### src/rtl/pb_mem_tile_spm_ctrl.sv
// SPM front-end for a Picobello mem tile: range-checks narrow requests, drives a fixed-latency
// SRAM port and returns in-order responses through a small credit-guarded fall-through FIFO.
module pb_mem_tile_spm_ctrl #(
  parameter int unsigned          AddrWidth     = 48,
  parameter int unsigned          DataWidth     = 64,
  parameter int unsigned          StrbWidth     = DataWidth / 8,
  parameter logic [AddrWidth-1:0] BaseAddr      = '0,
  parameter int unsigned          MemSize       = 32'h0010_0000,
  parameter int unsigned          SramLatency   = 1,
  parameter int unsigned          SramAddrWidth = $clog2(MemSize / StrbWidth)
) (
  input  logic                     clk_i,
  input  logic                     rst_i,
  input  logic                     req_valid_i,
  output logic                     req_ready_o,
  input  logic [AddrWidth-1:0]     req_addr_i,
  input  logic                     req_write_i,
  input  logic [DataWidth-1:0]     req_wdata_i,
  input  logic [StrbWidth-1:0]     req_strb_i,
  output logic                     rsp_valid_o,
  input  logic                     rsp_ready_i,
  output logic [DataWidth-1:0]     rsp_rdata_o,
  output logic                     rsp_err_o,
  output logic                     sram_req_o,
  output logic                     sram_we_o,
  output logic [SramAddrWidth-1:0] sram_addr_o,
  output logic [DataWidth-1:0]     sram_wdata_o,
  output logic [StrbWidth-1:0]     sram_be_o,
  input  logic [DataWidth-1:0]     sram_rdata_i
);

  localparam int unsigned Depth        = SramLatency + 1;
  localparam int unsigned OffBits      = $clog2(StrbWidth);
  localparam int unsigned MemBits      = $clog2(MemSize);
  localparam int unsigned CntWidth     = $clog2(SramLatency + 2);
  localparam int unsigned FifoCntWidth = $clog2(Depth + 1);
  localparam logic [AddrWidth:0] WinLo = {1'b0, BaseAddr};
  localparam logic [AddrWidth:0] WinHi = WinLo + (AddrWidth + 1)'(MemSize);
  localparam logic [CntWidth-1:0] MaxInflight = CntWidth'(SramLatency + 1);

  typedef struct packed {
    logic                 err;
    logic [DataWidth-1:0] rdata;
  } entry_t;

  logic                   in_range, accept, pop, push;
  logic [MemBits-1:0]     offset;
  logic                   unused_offset;
  logic [SramLatency-1:0] pipe_valid_q, pipe_valid_d;
  logic [SramLatency-1:0] pipe_err_q, pipe_err_d;
  logic [SramLatency-1:0] pipe_write_q, pipe_write_d;
  entry_t                 push_entry, head;
  entry_t                 fifo_q [Depth];
  entry_t                 fifo_d [Depth];
  logic [FifoCntWidth-1:0] fifo_cnt_q, fifo_cnt_d;
  logic [CntWidth-1:0]    inflight_q, inflight_d;

  // Upper bound compared one bit wider so BaseAddr + MemSize cannot wrap.
  assign in_range = ({1'b0, req_addr_i} >= WinLo) && ({1'b0, req_addr_i} < WinHi);
  assign offset   = req_addr_i[MemBits-1:0] - BaseAddr[MemBits-1:0];
  assign unused_offset = ^offset[OffBits-1:0];

  assign pop         = rsp_valid_o && rsp_ready_i;
  assign req_ready_o = (inflight_q < MaxInflight) || pop;
  assign accept      = req_valid_i && req_ready_o && !rst_i;

  assign sram_req_o   = accept && in_range;
  assign sram_we_o    = sram_req_o && req_write_i;
  assign sram_addr_o  = sram_req_o ? offset[MemBits-1:OffBits] : '0;
  assign sram_wdata_o = sram_req_o ? req_wdata_i : '0;
  assign sram_be_o    = sram_req_o ? req_strb_i : '0;

  always_comb begin
    pipe_valid_d    = '0;
    pipe_err_d      = '0;
    pipe_write_d    = '0;
    pipe_valid_d[0] = accept;
    pipe_err_d[0]   = !in_range;
    pipe_write_d[0] = req_write_i;
    for (int i = 1; i < SramLatency; i++) begin
      pipe_valid_d[i] = pipe_valid_q[i-1];
      pipe_err_d[i]   = pipe_err_q[i-1];
      pipe_write_d[i] = pipe_write_q[i-1];
    end
  end

  assign push = pipe_valid_q[SramLatency-1];

  always_comb begin
    push_entry       = '0;
    push_entry.err   = push && pipe_err_q[SramLatency-1];
    if (push && !pipe_err_q[SramLatency-1] && !pipe_write_q[SramLatency-1]) begin
      push_entry.rdata = sram_rdata_i;
    end
  end

  // An empty FIFO passes the arriving entry straight through to the response port.
  assign head        = (fifo_cnt_q != '0) ? fifo_q[0] : push_entry;
  assign rsp_valid_o = (fifo_cnt_q != '0) || push;
  assign rsp_rdata_o = head.rdata;
  assign rsp_err_o   = head.err;

  always_comb begin
    fifo_d     = fifo_q;
    fifo_cnt_d = fifo_cnt_q;
    if (pop && fifo_cnt_q != '0) begin
      for (int i = 0; i < Depth - 1; i++) fifo_d[i] = fifo_q[i+1];
      fifo_cnt_d = fifo_cnt_q - 1'b1;
    end
    if (push && !(pop && fifo_cnt_q == '0)) begin
      for (int i = 0; i < Depth; i++) begin
        if (FifoCntWidth'(i) == fifo_cnt_d) fifo_d[i] = push_entry;
      end
      fifo_cnt_d = fifo_cnt_d + 1'b1;
    end
  end

  always_comb begin
    inflight_d = inflight_q;
    if (accept && !pop) begin
      inflight_d = inflight_q + 1'b1;
    end else if (!accept && pop) begin
      inflight_d = inflight_q - 1'b1;
    end
  end

  always_ff @(posedge clk_i or posedge rst_i) begin
    if (rst_i) begin
      pipe_valid_q <= '0;
      pipe_err_q   <= '0;
      pipe_write_q <= '0;
      fifo_q       <= '{default: '0};
      fifo_cnt_q   <= '0;
      inflight_q   <= '0;
    end else begin
      pipe_valid_q <= pipe_valid_d;
      pipe_err_q   <= pipe_err_d;
      pipe_write_q <= pipe_write_d;
      fifo_q       <= fifo_d;
      fifo_cnt_q   <= fifo_cnt_d;
      inflight_q   <= inflight_d;
    end
  end

  logic   hold_q;
  entry_t held_q;

  always_ff @(posedge clk_i or posedge rst_i) begin
    if (rst_i) begin
      hold_q <= 1'b0;
      held_q <= '0;
    end else begin
      hold_q <= rsp_valid_o && !rsp_ready_i;
      held_q <= head;
    end
  end

  always_ff @(posedge clk_i) begin
    if (!rst_i) begin
      assert ((MemSize & (MemSize - 1)) == 0 && MemSize >= StrbWidth);
      assert (SramLatency inside {32'd1, 32'd2});
      assert (!(push && !pop && fifo_cnt_q == FifoCntWidth'(Depth)));
      assert (!hold_q || (rsp_valid_o && head == held_q));
    end
  end

endmodule

### config.mk
export PLATFORM = sky130hd
export DESIGN_NAME = pb_mem_tile_spm_ctrl
export DESIGN_NICKNAME = d
export VERILOG_FILES = /design/src/rtl/pb_mem_tile_spm_ctrl.sv
export SDC_FILE = /design/constraint.sdc
export NUM_CORES = 1
export LEC_CHECK = 0
export ABC_AREA = 1
export BUFFER_PORTS_ARGS = -buffer_cell sky130_fd_sc_hd__buf_2
export CAP_MARGIN = 25
export CORE_ASPECT_RATIO = 1.25
export CORE_UTILIZATION = 44
export DETAILED_ROUTE_END_ITERATION = 6
export PLACE_DENSITY = 0.86
export SYNTH_ARGS = -nofsm -noshare
export SYNTH_HDL_FRONTEND = slang
export SYNTH_SLANG_ARGS = --single-unit
### constraint.sdc
create_clock -name clk_i -period 6.4 [get_ports clk_i]
set_clock_uncertainty 0.1 [all_clocks]
set_input_delay 1.28 -clock clk_i [delete_from_list [all_inputs] [get_ports clk_i]]
set_output_delay 1.28 -clock clk_i [all_outputs]
set_load 0.02 [all_outputs]
==> results of run 1 <==
-- path summary, 6_finish.rpt --
path / endpoint / cells past startpoint / slack (ps) / from
max: sram_be_o[6] / 10 / 1680 / req_addr_i[46]
min: inflight_q[0] / 1 / 370 / inflight_q[0]
max reg2reg: fifo_q[55] / 14 / 2180 / fifo_cnt_q[0]
min reg2reg: inflight_q[0] / 1 / 370 / inflight_q[0]
max in group asynchronous: fifo_q[24] / 5 / 4040 / rst_i
min in group asynchronous: fifo_q[67] / 3 / 1040 / rst_i
-- per-stage QoR --
stage | hold slack (ps) | power [uW] | cells
global placement | 353.6 | 2622 | 1722
floorplan | 342.2 | 2242 | 1214
CTS | 372.4 | 3658 | 1753
detailed placement | 358.9 | 2665 | 1722
finish | 369.6 | 3656 | 1757
global route | 388.5 | 3863 | 1756
-- per-layer routing --
layer / track usage [%] / vias up / share of wire [%] / wire length [microns]
li1: - / 4214 / - / -
met3: 8.918 / 68 / 11 / 2896
met2: 46.31 / 445 / 46 / 12380
met4: 13.30 / 0 / 3.5 / 945
met1: 37.56 / 4009 / 40 / 10920
met5: 0 / - / 0 / 0
-- final cells by class --
type | instances | area (sq um)
diodes | 3 | 7.507
multi-input cells | 792 | 3366
fillers | 1631 | 7326
clock buffers | 19 | 432.9
inverters | 214 | 807.0
well taps | 224 | 280.3
clock inverters | 12 | 152.6
flip-flops and latches | 137 | 3428
repair buffers | 356 | 1834
-- kinds of logic after synthesis --
group,after synthesis,synth area share (%)
adders and majority gates,4,0.6249
and+or+nand+nor,644,30.81
DFF,137,42.81
AOI/OAI and AO/OA,140,10.06
xor gates and xnor gates,4,0.4375
buffers and inverters,285,15.26
-- worst max-delay path, cell delays in order --
cell,delay (ps)
buf_2,90
inv_1,50
nand2_1,50
nor2_1,90
nand2_1,60
nor2_1,350
nand3_4,550
buf_4,420
nor2_1,120
buf_2,240
-- registers in the layout, summed over array words and instances, names as in the netlist --
name and count:
inflight_q 2, fifo_q 130, fifo_cnt_q 2, pipe_write_q 1, pipe_valid_q 1, pipe_err_q 1
-- where the power goes --
group / switching, uW / internal, uW
sequential: 123 / 1090
clock: 373 / 609
combinational: 991 / 465
total: 1490 / 2170
-- layout by cell type, fill, tap and decap left out, types with 2 or more instances in the layout --
master / n
buf_2: 343
nand2_1: 403
ha_1: 4
nand2_4: 3
inv_1: 208
bufinv_16: 3
o21ai_1: 41
clkbuf_16: 17
buf_4: 12
clkinv_4: 2
clkinv_2: 3
and2_1: 2
nor2_2: 2
a21oi_4: 2
diode_2: 3
clkbuf_1: 2
o21ai_0: 31
a31oi_1: 64
clkinvlp_4: 5
xnor2_1: 2
nand3_1: 2
dfrtp_1: 137
nor2_1: 229
xor2_1: 2
inv_2: 5
==> impl_metrics.env, run 1 <==
export IMPL_cts_root_buf="clkbuf_16"
export IMPL_drt_total_wl_microns=27140
export IMPL_coreArea_sq_mm=0.01763
export IMPL_ys_top_cells_by_count="nand2_1 (404), nor2_1 (229), inv_1 (209), dfrtp_1 (137), a31oi_1 (64)"
export IMPL_ir_drop_uv=273.2
export IMPL_place_gp_congestion=0.9108
export IMPL_worst_pin_slew_ps=1015
export IMPL_clockBufferDepth=2
export IMPL_fmax_ghz=0.2119
export IMPL_async_flop_share_pct=100.0
export IMPL_dr_total_vias=8736
export IMPL_postCtsSetupRepairBufs=0
export IMPL_max_cap_violations=0
export IMPL_dieArea_sq_mm=0.01875
export IMPL_status="complete, no violations"
export IMPL_p_per_area_mw_per_mm2=354.6
export IMPL_hpwlAfterDp_microns=19450
export IMPL_final_nets=1711
export IMPL_grt_pass1_wl_microns=42000
export IMPL_ys_warnings_count=0
export IMPL_dr_pass1_iters=6
export IMPL_die_w_microns=122.7
export IMPL_fin_crit_sh_pct=73.73
export IMPL_antenna_left=0
export IMPL_utilization_pct=58.46
export IMPL_ys_types=26
export IMPL_start_kind="input port"
export IMPL_synth_edf_count=0
export IMPL_insertion_delay_ps=410
export IMPL_syn_area_per_cell_sq_um=6.597
export IMPL_grt_use_total_pct=29.68
export IMPL_slew_headroom_pct=32.34
export IMPL_cp_arrival_ps=3340
export IMPL_post_drt_wl_per_cell_microns=15.45
export IMPL_clkTransAtPathRegs_ps=50
export IMPL_rows=54
export IMPL_fin_tns_setup_ps=0
export IMPL_synth_most_common_cell="nand2_1"
export IMPL_hold_buffers=0
export IMPL_overflow=0
export IMPL_synth_top_area_cell="dfrtp_1"
export IMPL_finalHoldViolCount=0
export IMPL_cts_max_level=4
export IMPL_synth_area_sq_mm=0.008009
export IMPL_min_path_type="reg -> reg"
export IMPL_netlist_instances=1214
export IMPL_ios=347
export IMPL_fin_ws_ps=1681
export IMPL_drc=0
export IMPL_rsz0062_at_grt="no"
export IMPL_viasPerCell=4.972
export IMPL_required_ps=5020
export IMPL_portBuffers=343
export IMPL_antenna_found_initial=3
export IMPL_cp_end_kind="output pin"
export IMPL_grt_max_degree=101
export IMPL_ys_seq_elements=137
export IMPL_start_util_pct=45.42
export IMPL_post_route_min_period_ps=4719
export IMPL_yosysSeqAreaShare_pct=42.81
export IMPL_syn_to_final_growth_pct=28.71
export IMPL_syn_num_nets=1407
export IMPL_pre_cts_slack_ps=1667
export IMPL_cts_tree="done"
export IMPL_grt_pass1_vias=8297
export IMPL_maxSlewViolCount=0
export IMPL_yosysTopAreaCellShare_pct=42.81
export IMPL_clock_sinks=137
export IMPL_crit_fanout=50
export IMPL_dpl_cell_area_sq_mm=0.009688
export IMPL_design_area_sq_mm=0.01031
export IMPL_fp_dieH_microns=152.8
export IMPL_drive_gt1_share_pct=26.21
export IMPL_cts_made_buffers=17
export IMPL_cts_resized=0
export IMPL_drt_iter0_drc=853
export IMPL_ys_top_cells_by_area="dfrtp_1 (43%), nand2_1 (19%), nor2_1 (11%)"
export IMPL_power_leakage_uw=0.006290
export IMPL_synth_ff_type="dfrtp_1"
export IMPL_worstSetupPathType="in -> out"
export IMPL_setup_viol=0
Power figures use the tool's default switching activity.
==> run 2, diff against run 1 <==
Settings changed: ABC_AREA 1 to 0, CORE_UTILIZATION 44 to 45.
Clock period 6.4 ns to 4.2 ns, I/O delays scaled along.
==> run 2 against run 1 <==
Synthesized cell count decreased by 28%. Combinational power increased by 3%. Cell count is 18% lower. Die area grew 7.3%. Critical path type is now reg -> out. Setup slack worse by 1100 ps. Count of clock-buffer cells in the layout fell by 1. Highest routed layer unchanged.
==> impl_metrics.env, run 2 <==
export IMPL_antenna_found_initial=2
export IMPL_synth_compound_area_share_pct=2.275
export IMPL_cts_made_buffers=17
export IMPL_synthMuxAreaShare_pct=29.41
export IMPL_worst_r2r_startpoint="fifo_cnt_q[0]"
export IMPL_min_path_cells=1
export IMPL_final_cell_mix="buf_2 (343), dfrtp_1 (137), mux2_2 (107)"
export IMPL_cts_tree="done"
export IMPL_clock_sinks=137
export IMPL_synth_most_common_cell="dfrtp_1"
export IMPL_r2r_end="fifo_q[54]"
export IMPL_cts_resized=0
export IMPL_holdCritStartpoint="inflight_q[1]"
export IMPL_max_flop_register="fifo_q"
export IMPL_overflow=0
export IMPL_syn_to_final_growth_pct=27.75
export IMPL_instances_no_fill=1440
export IMPL_final_nets=1357
export IMPL_post_drt_wl_per_cell_microns=19.44
export IMPL_ys_top_cells_by_area="dfrtp_1 (39%), mux2_2 (14%), mux2i_1 (10%)"
export IMPL_synth_ff_type="dfrtp_1"
export IMPL_fillCellCount=1601
export IMPL_viasPerCell=5.623
export IMPL_fmax_ghz=0.2753
export IMPL_ir_drop_uv=273.9
export IMPL_syn_area_per_cell_sq_um=10.00
export IMPL_cts_root_buf="clkbuf_16"
export IMPL_largest_reg_flops=130
export IMPL_ys_types=30
export IMPL_drt_total_wl_microns=28000
export IMPL_yosysTopAreaCellShare_pct=38.95
export IMPL_drt_iter0_drc=408
export IMPL_dr_total_vias=8097
export IMPL_fin_crit_sh_pct=86.47
export IMPL_grt_max_degree=92
export IMPL_ys_top_cells_by_count="dfrtp_1 (137), mux2_2 (107), nor4_1 (98), mux2i_1 (91), nand4_1 (91)"
export IMPL_drive_gt1_share_pct=46.64
export IMPL_ys_warnings_count=0
export IMPL_hold_buffers=0
export IMPL_setup_viol=0
export IMPL_synth_simple_area_share_pct=19.63
export IMPL_dp_cells=1405
export IMPL_reg2reg_slack_ps=940
export IMPL_post_route_min_period_ps=3632
export IMPL_clkTransAtPathRegs_ps=50
export IMPL_clockBufferDepth=2
export IMPL_max_cap_violations=0
export IMPL_p_per_area_mw_per_mm2=407.3
export IMPL_coreArea_sq_mm=0.01899
export IMPL_hpwlAfterDp_microns=20600
export IMPL_utilization_pct=59.21
export IMPL_worst_pin_slew_ps=923.8
export IMPL_portBuffers=343
export IMPL_synth_edf_count=0
export IMPL_dr_pass1_iters=5
export IMPL_ff2ff_path_depth=7
export IMPL_yosysSeqAreaShare_pct=38.95
export IMPL_slew_headroom_pct=38.41
export IMPL_cts_max_level=4
export IMPL_final_common_cell="buf_2"
export IMPL_grt_pass1_vias=7705
export IMPL_finalHoldViolCount=0
export IMPL_start_kind="register"
export IMPL_required_ps=3260
export IMPL_syn_num_nets=1073
export IMPL_synth_top_area_cell="dfrtp_1"
export IMPL_crit_fanout=28
export IMPL_rsz0062_at_grt="no"
export IMPL_cp_end_kind="output pin"
export IMPL_worst_hold_slack_ps=367.2
export IMPL_maxSlewViolCount=0
export IMPL_synth_area_sq_mm=0.008801
export IMPL_holdPathEnd="inflight_q[1]"
export IMPL_synthAdderAreaFrac_pct=0.5687
export IMPL_drc=0
export IMPL_async_flop_share_pct=100.0
export IMPL_die_w_microns=127.1
export IMPL_max_stage_delay_ps=730
export IMPL_grt_use_total_pct=27.31
export IMPL_min_path_type="reg -> reg"
export IMPL_cp_arrival_ps=2690
export IMPL_dieArea_sq_mm=0.02012
export IMPL_reg_largest_list="fifo_q x130, fifo_cnt_q x2, inflight_q x2"
export IMPL_antenna_left=0
export IMPL_fp_dieH_microns=158.4
export IMPL_cp_slowest_cell="a21boi_4"
export IMPL_grt_pass1_wl_microns=41860
export IMPL_crit_chain="inv_1, ha_4, nand2b_1, a21boi_4, buf_4, nor4_1, buf_2"
export IMPL_place_gp_congestion=0.9272
export IMPL_ios=347
export IMPL_postCtsSetupRepairBufs=0
export IMPL_power_leakage_uw=0.005928
export IMPL_synth_top_family_by_area="multiplexers"
export IMPL_netlist_instances=880
export IMPL_insertion_delay_ps=410
export IMPL_start_util_pct=46.35
export IMPL_synth_xor_area_share_pct=0.4976
export IMPL_ys_seq_elements=137
export IMPL_worstSetupPathType="reg -> out"
export IMPL_rows=56
export IMPL_status="complete, no violations"
-- run 2: changes by cell type in the layout (fill, tap and decap cells not counted), sizes merged, moves of 28 or more --
cell   change
inv      -145
nor2     -228
nand4     +91
mux2     +139
nand3     +28
nand2    -373
mux2i     +91
and2      +32
a31oi     -64
o21ai     -41
nor4      +98
-- run 2: metrics by stage --
stage | instance area, sq um | power (uW) | TNS (ps) | setup WS [ps]
detailed placement | 10650 | 3192 | 0 | 673.4
global route | 11240 | 4835 | 0 | 400.5
CTS | 11210 | 4609 | 0 | 540.9
finish | 11240 | 4580 | 0 | 568.1
global placement | 10650 | 3143 | 0 | 605.0
floorplan | 8818 | 2769 | -27350 | -314.3
-- run 2: how the worst max path moves through the flow --
stage          cells after the start              end  slack (ps)      startpoint
6_report                           7  sram_addr_o[16]         570   fifo_cnt_q[0]
5_1_grt                            7   sram_addr_o[5]         400   fifo_cnt_q[0]
4_1_cts                            7   sram_addr_o[5]         540   fifo_cnt_q[0]
3_5_place_dp                       6   sram_addr_o[2]         670  req_addr_i[44]
3_3_place_gp                       6   sram_addr_o[4]         610  req_addr_i[44]
2_1_floorplan                      5  sram_addr_o[10]        -310           rst_i
-- run 2: report_power, final --
group	leakage (uW)	internal, uW	switching [uW]
combinational	0.00381	606	902
clock	0.000262	816	583
sequential	0.00185	1550	123
-- run 2: cells by family after synthesis --
| family | after synthesis |
|---|---|
| flip-flops | 137 |
| multiplexers | 230 |
| buffers and inverters | 171 |
| XOR/XNOR | 5 |
| AO/OA/AOI/OAI | 37 |
| AND/OR/NAND/NOR | 296 |
| adder cells (fa/ha/maj) | 4 |
-- run 2: layout make-up --
class / count / area, sq um / area share, %
clock buffers: 18 / 429.2 / 3.817
flip-flops and latches: 137 / 3428 / 30.49
clock inverters: 14 / 127.6 / 1.135
inverters: 68 / 259.0 / 2.304
diodes: 2 / 5.005 / 0.04451
multi-input cells: 572 / 4681 / 41.63
well taps: 261 / 326.6 / 2.905
repair buffers: 368 / 1987 / 17.67
-- run 2: critical path: cells and delay by family (launching register included) --
family                     cells  cell delay [ps]
adders and majority gates      1              280
DFF                            1              380
AOI/OAI and AO/OA              1              730
buffers and inverters          3              640
and+or+nand+nor                2              250
-- run 2: per-layer routing --
layer	GRT usage (%)	up-vias	routed length, microns
li1	-	3790	-
met1	34.30	3909	11740
met2	45.50	344	13380
met3	6.788	54	1983
met4	10.09	0	891
met5	0	-	0
